===== config.mk =====
export PLATFORM = sky130hd
export DESIGN_NAME = control_muestreo_gray
export DESIGN_NICKNAME = d
export VERILOG_FILES = /design/src/rtl/pkg_control_gray.sv /design/src/rtl/divisor_tick.sv /design/src/rtl/control_muestreo_gray.sv
export SDC_FILE = /design/constraint.sdc
export NUM_CORES = 1
export LEC_CHECK = 0
export ABC_AREA = 0
export BUFFER_PORTS_ARGS = -buffer_cell sky130_fd_sc_hd__buf_2
export CORE_MARGIN = 10
export CORE_UTILIZATION = 37
export CTS_CLUSTER_DIAMETER = 60
export DETAILED_ROUTE_END_ITERATION = 12
export PLACE_DENSITY = 0.65
export SLEW_MARGIN = 20
export SYNTH_ARGS = -nofsm -noshare
export SYNTH_HDL_FRONTEND = slang
export SYNTH_SLANG_ARGS = --single-unit

===== constraint.sdc =====
create_clock -name clk -period 2.75 [get_ports clk]
set_input_delay 0 -clock clk [delete_from_list [all_inputs] [get_ports clk]]
set_output_delay 0 -clock clk [all_outputs]
set_load 0.1 [all_outputs]

===== src/rtl/pkg_control_gray.sv =====
// Shared types and helpers for the Gray switch sampling controller.
// Holds the FSM state enum, data/anode widths and a 4-bit popcount.
package pkg_control_gray;

  localparam int ANCHO_GRAY = 4;
  localparam int NUM_ANODOS = 8;

  typedef enum logic [1:0] {
    IDLE,
    VERIFICAR,
    ACEPTAR
  } estado_t;

  function automatic logic [2:0] popcount4(
    input logic [3:0] v
  );
    popcount4 = 3'(v[0]) + 3'(v[1])
              + 3'(v[2]) + 3'(v[3]);
  endfunction

endpackage


===== src/rtl/divisor_tick.sv =====
// Free-running prescaler: counts 0..DIV-1 and wraps.
// Ports: clk, reset (async, active-low), tick (high when count is DIV-1).
module divisor_tick #(
  parameter int DIV = 4
) (
  input  logic clk,
  input  logic reset,
  output logic tick
);

  localparam int CW = (DIV > 1) ? $clog2(DIV) : 1;
  localparam logic [CW-1:0] ULT = CW'(DIV - 1);

  logic [CW-1:0] cnt;

  always_ff @(posedge clk or negedge reset) begin
    if (!reset)
      cnt <= '0;
    else if (cnt == ULT)
      cnt <= '0;
    else
      cnt <= cnt + CW'(1);
  end

  assign tick = (cnt == ULT);

endmodule


===== src/rtl/control_muestreo_gray.sv =====
// Syncs/debounces 4 Gray switches, strobes stable values, flags jumps, scans digits.
// Ports: clk, reset(n), a, limpiar_error -> dato_gray, cargar, error_salto, digito_sel, anodo, led_reset.
module control_muestreo_gray
  import pkg_control_gray::*;
#(
  parameter int SAMPLE_DIV    = 100000,
  parameter int DEBOUNCE_N    = 8,
  parameter int SCAN_DIV      = 100000,
  parameter int ACTIVE_DIGITS = 2
) (
  input  logic                  clk,
  input  logic                  reset,
  input  logic [ANCHO_GRAY-1:0] a,
  input  logic                  limpiar_error,
  output logic [ANCHO_GRAY-1:0] dato_gray,
  output logic                  cargar,
  output logic                  error_salto,
  output logic [2:0]            digito_sel,
  output logic [NUM_ANODOS-1:0] anodo,
  output logic                  led_reset
);

  localparam int DCW = $clog2(DEBOUNCE_N + 1);
  localparam logic [DCW-1:0] ULT_CNT = DCW'(DEBOUNCE_N - 1);
  localparam logic [2:0] ULT_DIG = 3'(ACTIVE_DIGITS - 1);
  localparam logic [NUM_ANODOS-1:0] UNO = NUM_ANODOS'(1);

  logic                  tick_m;
  logic                  tick_s;
  logic [ANCHO_GRAY-1:0] a_meta;
  logic [ANCHO_GRAY-1:0] a_sync;
  logic [ANCHO_GRAY-1:0] candidato;
  logic [DCW-1:0]        cnt;
  estado_t               estado;
  estado_t               estado_sig;
  logic                  salto;
  logic [2:0]            sel_sig;

  divisor_tick #(.DIV(SAMPLE_DIV)) u_div_muestreo (
    .clk  (clk),
    .reset(reset),
    .tick (tick_m)
  );

  divisor_tick #(.DIV(SCAN_DIV)) u_div_barrido (
    .clk  (clk),
    .reset(reset),
    .tick (tick_s)
  );

  always_ff @(posedge clk or negedge reset) begin
    if (!reset) begin
      a_meta    <= '0;
      a_sync    <= '0;
      led_reset <= 1'b1;
    end else begin
      a_meta    <= a;
      a_sync    <= a_meta;
      led_reset <= 1'b0;
    end
  end

  always_ff @(posedge clk or negedge reset) begin
    if (!reset)
      estado <= IDLE;
    else
      estado <= estado_sig;
  end

  // candidato never equals dato_gray while in VERIFICAR,
  // so the two match arms below are mutually exclusive.
  always_comb begin
    estado_sig = estado;
    unique case (estado)
      IDLE: begin
        if (tick_m && (a_sync != dato_gray))
          estado_sig = (DEBOUNCE_N == 1) ? ACEPTAR
                                         : VERIFICAR;
      end
      VERIFICAR: begin
        if (tick_m) begin
          unique case (1'b1)
            (a_sync == candidato): begin
              if (cnt == ULT_CNT)
                estado_sig = ACEPTAR;
            end
            (a_sync == dato_gray): estado_sig = IDLE;
            default: estado_sig = VERIFICAR;
          endcase
        end
      end
      ACEPTAR: estado_sig = IDLE;
      default: estado_sig = IDLE;
    endcase
  end

  always_comb begin
    cargar = (estado == ACEPTAR);
  end

  always_ff @(posedge clk or negedge reset) begin
    if (!reset) begin
      candidato <= '0;
      cnt       <= '0;
      dato_gray <= '0;
    end else begin
      unique case (estado)
        IDLE: begin
          if (tick_m && (a_sync != dato_gray)) begin
            candidato <= a_sync;
            cnt       <= DCW'(1);
          end
        end
        VERIFICAR: begin
          if (tick_m) begin
            if (a_sync == candidato) begin
              cnt <= cnt + DCW'(1);
            end else if (a_sync != dato_gray) begin
              candidato <= a_sync;
              cnt       <= DCW'(1);
            end
          end
        end
        ACEPTAR: dato_gray <= candidato;
        default: cnt <= '0;
      endcase
    end
  end

  // dato_gray still holds the old value during ACEPTAR.
  assign salto = (estado == ACEPTAR) &&
                 (popcount4(candidato ^ dato_gray) > 3'd1);

  always_ff @(posedge clk or negedge reset) begin
    if (!reset)
      error_salto <= 1'b0;
    else if (salto)
      error_salto <= 1'b1;
    else if (limpiar_error)
      error_salto <= 1'b0;
  end

  always_comb begin
    sel_sig = (digito_sel == ULT_DIG) ? 3'd0
                                      : digito_sel + 3'd1;
  end

  always_ff @(posedge clk or negedge reset) begin
    if (!reset) begin
      digito_sel <= 3'd0;
      anodo      <= ~UNO;
    end else if (tick_s) begin
      digito_sel <= sel_sig;
      anodo      <= ~(UNO << sel_sig);
    end
  end

endmodule


==> results_dict.tcl, run 1 <==
set metrics [dict create \
    status "finished, final reports clean" \
    start_util 0.377 \
    synth-edff-count 0 \
    placed_cell_area_sq_um 3320 \
    synth_cell_types 46 \
    syn-num-nets 282 \
    power_density_nw_per_um2 569 \
    n_antenna_cell 0 \
    async_flop_share 1.00 \
    final_util 0.445 \
    antenna_left 0 \
    fin_nets 320 \
    fillers 726 \
    ys_seq_area_frac 0.566 \
    die-height_um 111 \
    tritoncts "built" \
    cts_sinks 69 \
    gp_routability_congestion 0.789 \
    first_iter_violations 134 \
    ys_ff_latch 69 \
    dp_slack_ps 689 \
    num_rows 33 \
    yosys.area.top_type "dfrtp_1" \
    cts_hold_buf 6 \
    met3WireLength_um 214 \
    layout_common_cells "dfrtp_1, nor2_1, xnor2_1" \
    met1_length_mm 2.59 \
    met2_wirelength_mm 2.57 \
    hold_slack_ps 160 \
    critPathTopFamily "simple AND/OR/NAND/NOR gates" \
    ios 25 \
    area.growth.synth_to_final_pct 17.8 \
    crit_slowest_cell "and4_1" \
    tns_ps 0 \
    worstPathMaxFanout 16 \
    h-tree-depth 3 \
    dp.cells 397 \
    postCtsResizedCells 0 \
    worst_pin_slew_ps 553 \
    criticalPathCategory "flop to flop" \
    worstRegToRegCells 7 \
    hold_viol 0 \
    cts.path.max_buffers 2 \
    clk_pin_slew_ps 80 \
    syn-cell-area_sq_um 3070 \
    drcViolationCount 0 \
    cap_violations 0 \
    avgRoutedWirePerCell_um 12.9 \
    worstSetupStartpointType "flop" \
    drt-pass1-iter-count 4 \
    worst_ep_required_time_ps 3020 \
    final_cells 419 \
    final.min_clock_period_ps 2060 \
    io_buffers 24 \
    irDropWorstVdd_mv 0.265 \
    core_sq_um 8130 \
    ff2ff_setup_slack_ps 690 \
    routed_wl_mm 5.40 \
    finalSetupViolCount 0 \
    dieArea_sq_um 12300 \
    cts_setup_buffers 0 \
    grt_pass1_wl_mm 9.60 \
    dieWidth_um 111 \
    cts_buffers 9 \
    finalCritPeriodShare 0.748 \
    maxUsedRoutingLayer "met4" \
    final_area_sq_um 3620 \
    hold_path.class "input pin to async pin" \
    grt_pass1_vias 2102 \
    crit_path_max_incr_delay_ps 590 \
    grt_start_max_net_pins 33 \
    drive_gt1_frac 0.207 \
    fin_worst_skew_ps 9.40 \
    netlist_instances 271 \
    synth_top_area_share 0.497 \
    final_common_cell "dfrtp_1" \
    grt_usage 0.0909 \
    leakage_nw 1.60 \
    yosysWarnings 0 \
    maxSlewHeadroom 0.631 \
    antenna_found_initial 0 \
    critical_path_buf_inv_count 2 \
    r2r_start "u_div_barrido.cnt[0]" \
    setup_ws_ps 693 \
    vias 2063 \
    hpwl_mm 3.79 \
    worstPathCellList "ha_1 -> inv_1 -> nor2_1 -> and4_1 -> buf_4 -> nor2_1 -> a31oi_1" \
    via_per_inst 4.92 \
    fmax_mhz 486 \
    clock_latency_ps 340 \
    grt_overflow 0 \
    cpMostUsedCell "nor2_1" \
    synth_flop_cell "dfrtp_1" \
    slew_viol_final 0 \
    avgSynthCellArea_sq_um 11.3 \
    crit_path_end_kind "flop" \
    report.power.total_mw 2.06 \
    r2r-end "anodo[7]" \
    cp.arrival_ps 2320 \
    root_buffer "clkbuf_8" \
    grt_setup_unrepaired "no" \
    synthTopCellsByArea "dfrtp_1, xnor2_1, dfstp_2" \
]
-- registers in the layout, summed over array words and instances (netlist names), 2 cells and up --
| register | flops |
|---|---|
| u_div_barrido.cnt | 17 |
| u_div_muestreo.cnt | 17 |
| anodo | 8 |
| a_meta | 4 |
| a_sync | 4 |
| candidato | 4 |
| cnt | 4 |
| dato_gray | 4 |
| digito_sel | 3 |
| estado | 2 |
-- worst max-delay path by stage --
stage	from	to	slack (ps)	cells after the start
2_1_floorplan	dato_gray[1]	cnt[1]	650	5
3_3_place_gp	u_div_muestreo.cnt[0]	candidato[0]	800	6
3_5_place_dp	u_div_barrido.cnt[0]	digito_sel[1]	690	6
4_1_cts	u_div_barrido.cnt[0]	anodo[7]	670	7
5_1_grt	u_div_barrido.cnt[0]	anodo[3]	540	7
6_report	u_div_barrido.cnt[0]	anodo[7]	690	7
-- synthesized netlist by cell type, drive strengths merged, types with 6 or more instances --
master  number
dfrtp       61
nor2        33
xnor2       27
nand2       19
nand3       19
xor2        17
mux2         9
dfstp        8
a31oi        6
inv          6
nor3         6
-- cells by family (layout without fill, tap and decap cells) --
logic type	after synthesis	after routing	share of synthesized area
flops	69	69	0.566
simple gates	111	111	0.192
xor+xnor	44	44	0.126
buf+inv	13	56	0.0187
mux	10	10	0.0363
other cells	1	1	0.00122
fa+ha+maj	4	4	0.0187
compound gates	19	19	0.0416
-- worst register-to-register path: cells and delay by family (launching register included) --
family,cells,cell delay (ps)
and+or+nand+nor,3,860
buffers and inverters,2,350
AOI/OAI and AO/OA,1,140
DFF,1,390
adders and majority gates,1,250
-- cell type report --
cell class / count / area, sq um / share of cell area
flip-flops and latches: 69 / 1740 / 0.480
well taps: 105 / 131 / 0.0363
clock buffers: 10 / 128 / 0.0353
repair buffers: 34 / 210 / 0.0581
inverters: 6 / 22.5 / 0.00623
clock inverters: 6 / 113 / 0.0311
multi-input cells: 189 / 1280 / 0.353
-- per-layer routing --
| layer | vias up | global-route usage |
|---|---|---|
| met3 | 4 | 0.0346 |
| met4 | 0 | 0.0300 |
| met2 | 35 | 0.145 |
| met1 | 1018 | 0.110 |
| li1 | 1006 | - |
| met5 | - | 0 |
-- power by group --
group	switching [mW]	internal (mW)	leakage (nW)
clock	0.384	0.604	0.120
combinational	0.0299	0.0149	0.592
sequential	0.00492	1.02	0.888
Note: power is estimated with default switching activity, not from simulation.
==> run 2: changes to the inputs <==
--- a/config.mk
+++ b/config.mk
@@ -11,7 +11,7 @@
 export CORE_UTILIZATION = 37
 export CTS_CLUSTER_DIAMETER = 60
 export DETAILED_ROUTE_END_ITERATION = 12
-export PLACE_DENSITY = 0.65
+export PLACE_DENSITY = 0.67
 export SLEW_MARGIN = 20
 export SYNTH_ARGS = -nofsm -noshare
 export SYNTH_HDL_FRONTEND = slang
==> constraint.sdc (replaced) <==
create_clock -name clk -period 1.7 [get_ports clk]
set_input_delay 0 -clock clk [delete_from_list [all_inputs] [get_ports clk]]
set_output_delay 0 -clock clk [all_outputs]
set_load 0.1 [all_outputs]
==> results_dict.tcl, run 2 (synthesized netlist as in run 1, its figures left out) <==
set metrics [dict create \
    cap_violations 0 \
    criticalPathCategory "flop to flop" \
    grt_pass1_vias 2274 \
    setup_ws_ps -21.6 \
    grt_usage 0.0997 \
    dieWidth_um 111 \
    violations "negative setup slack" \
    final_cells 453 \
    cp.arrival_ps 1950 \
    worst_ep_required_time_ps 1930 \
    final_area_sq_um 3980 \
    worstPathMaxFanout 4 \
    drt-pass1-iter-count 4 \
    status "finished, violations left" \
    layout_common_cells "dfrtp_1, buf_4, nor2_1" \
    root_buffer "clkbuf_8" \
    fillers 715 \
    grt_start_max_net_pins 70 \
    reg_top3 "u_div_barrido.cnt: 17 flops, u_div_muestreo.cnt: 17 flops, anodo: 8 flops" \
    drive_gt1_frac 0.322 \
    crit_path_end_kind "flop" \
    tns_ps -54.6 \
    num_rows 33 \
    dp.cells 431 \
    tritoncts "built" \
    grt_overflow 0 \
    avgRoutedWirePerCell_um 13.4 \
    clock_latency_ps 350 \
    multiInputGateArea_sq_um 1350 \
    leakage_nw 1.77 \
    hold_viol 0 \
    slew_viol_final 0 \
    placed_cell_area_sq_um 3610 \
    final_util 0.489 \
    seq_area_sq_um 1750 \
    cts.path.max_buffers 2 \
    grt_pass1_wl_mm 10.5 \
    clk_pin_slew_ps 80 \
    cts_setup_buffers 0 \
    startpoint "u_div_muestreo.cnt[6]" \
    core_sq_um 8130 \
    h-tree-depth 3 \
    routed_wl_mm 6.08 \
    start_util 0.377 \
    antenna_left 0 \
    fin_worst_skew_ps 13.1 \
    dieArea_sq_um 12300 \
    hold_path.class "input pin to async pin" \
    grt_setup_unrepaired "yes" \
    ios 25 \
    final.min_clock_period_ps 1720 \
    first_iter_violations 96 \
    final_common_cell "dfrtp_1" \
    ff2ff_setup_slack_ps -20 \
    dp_slack_ps -70.6 \
    fmax_mhz 581 \
    hpwl_mm 4.26 \
    power_density_nw_per_um2 812 \
    cts_sinks 69 \
    r2r_start "u_div_muestreo.cnt[6]" \
    via_per_inst 4.85 \
    fin_nets 354 \
    die-height_um 111 \
    io_buffers 24 \
    antenna_found_initial 0 \
    cts_buffers 9 \
    vias 2196 \
    irDropWorstVdd_mv 0.410 \
    area.growth.synth_to_final_pct 29.5 \
    finalSetupViolCount 3 \
    finalCritPeriodShare 1.01 \
    hold_slack_ps 190 \
    report.power.total_mw 3.23 \
    worstSetupStartpointType "flop" \
    gp_routability_congestion 0.821 \
    drcViolationCount 0 \
    n_antenna_cell 0 \
]
## run 2: power by group
group	total, mW	internal (mW)	switching, mW	leakage, nW
sequential	1.66	1.65	0.00809	0.880
clock	1.49	0.833	0.653	0.110
combinational	0.0795	0.0277	0.0518	0.784
## run 2: path summary, 6_finish.rpt
kind                                         end  cells after the start
min in group clk                       a_meta[3]                      2
hold reg to reg                        a_sync[2]                      0
hold / removal             u_div_muestreo.cnt[9]                      3
max in group asynchronous               anodo[3]                      3
setup / recovery                    candidato[0]                      5
setup reg to reg                    candidato[0]                      5
## run 2: timing repair
action	in CTS	in global routing
cloned	0	0
setup endpoints to repair	5	18
gates resized for setup	4	11
endpoints found under the hold margin	74	0
pin swaps	1	1
hold buffers	6	0
## run 2: per-layer routing
| metal | part of all wire | GRT usage |
|---|---|---|
| met5 | 0 | 0 |
| met4 | 0.015 | 0.0368 |
| met3 | 0.053 | 0.0390 |
| met2 | 0.49 | 0.158 |
| met1 | 0.45 | 0.120 |
## run 2: layout make-up
class | instances | share of cell area
sequential | 69 | 0.441
clock inverter | 7 | 0.0249
multi-input combinational | 189 | 0.341
timing repair buffer | 68 | 0.124
tap | 105 | 0.0331
clock buffer | 9 | 0.0312
inverter | 6 | 0.00567
## run 2: worst max-delay path: stages, from the launching register on
cell and delay (ps):
dfrtp_1 390, nand4bb_4 240, nor4_4 200, nand3_2 170, nor3_4 240, mux2_2 370
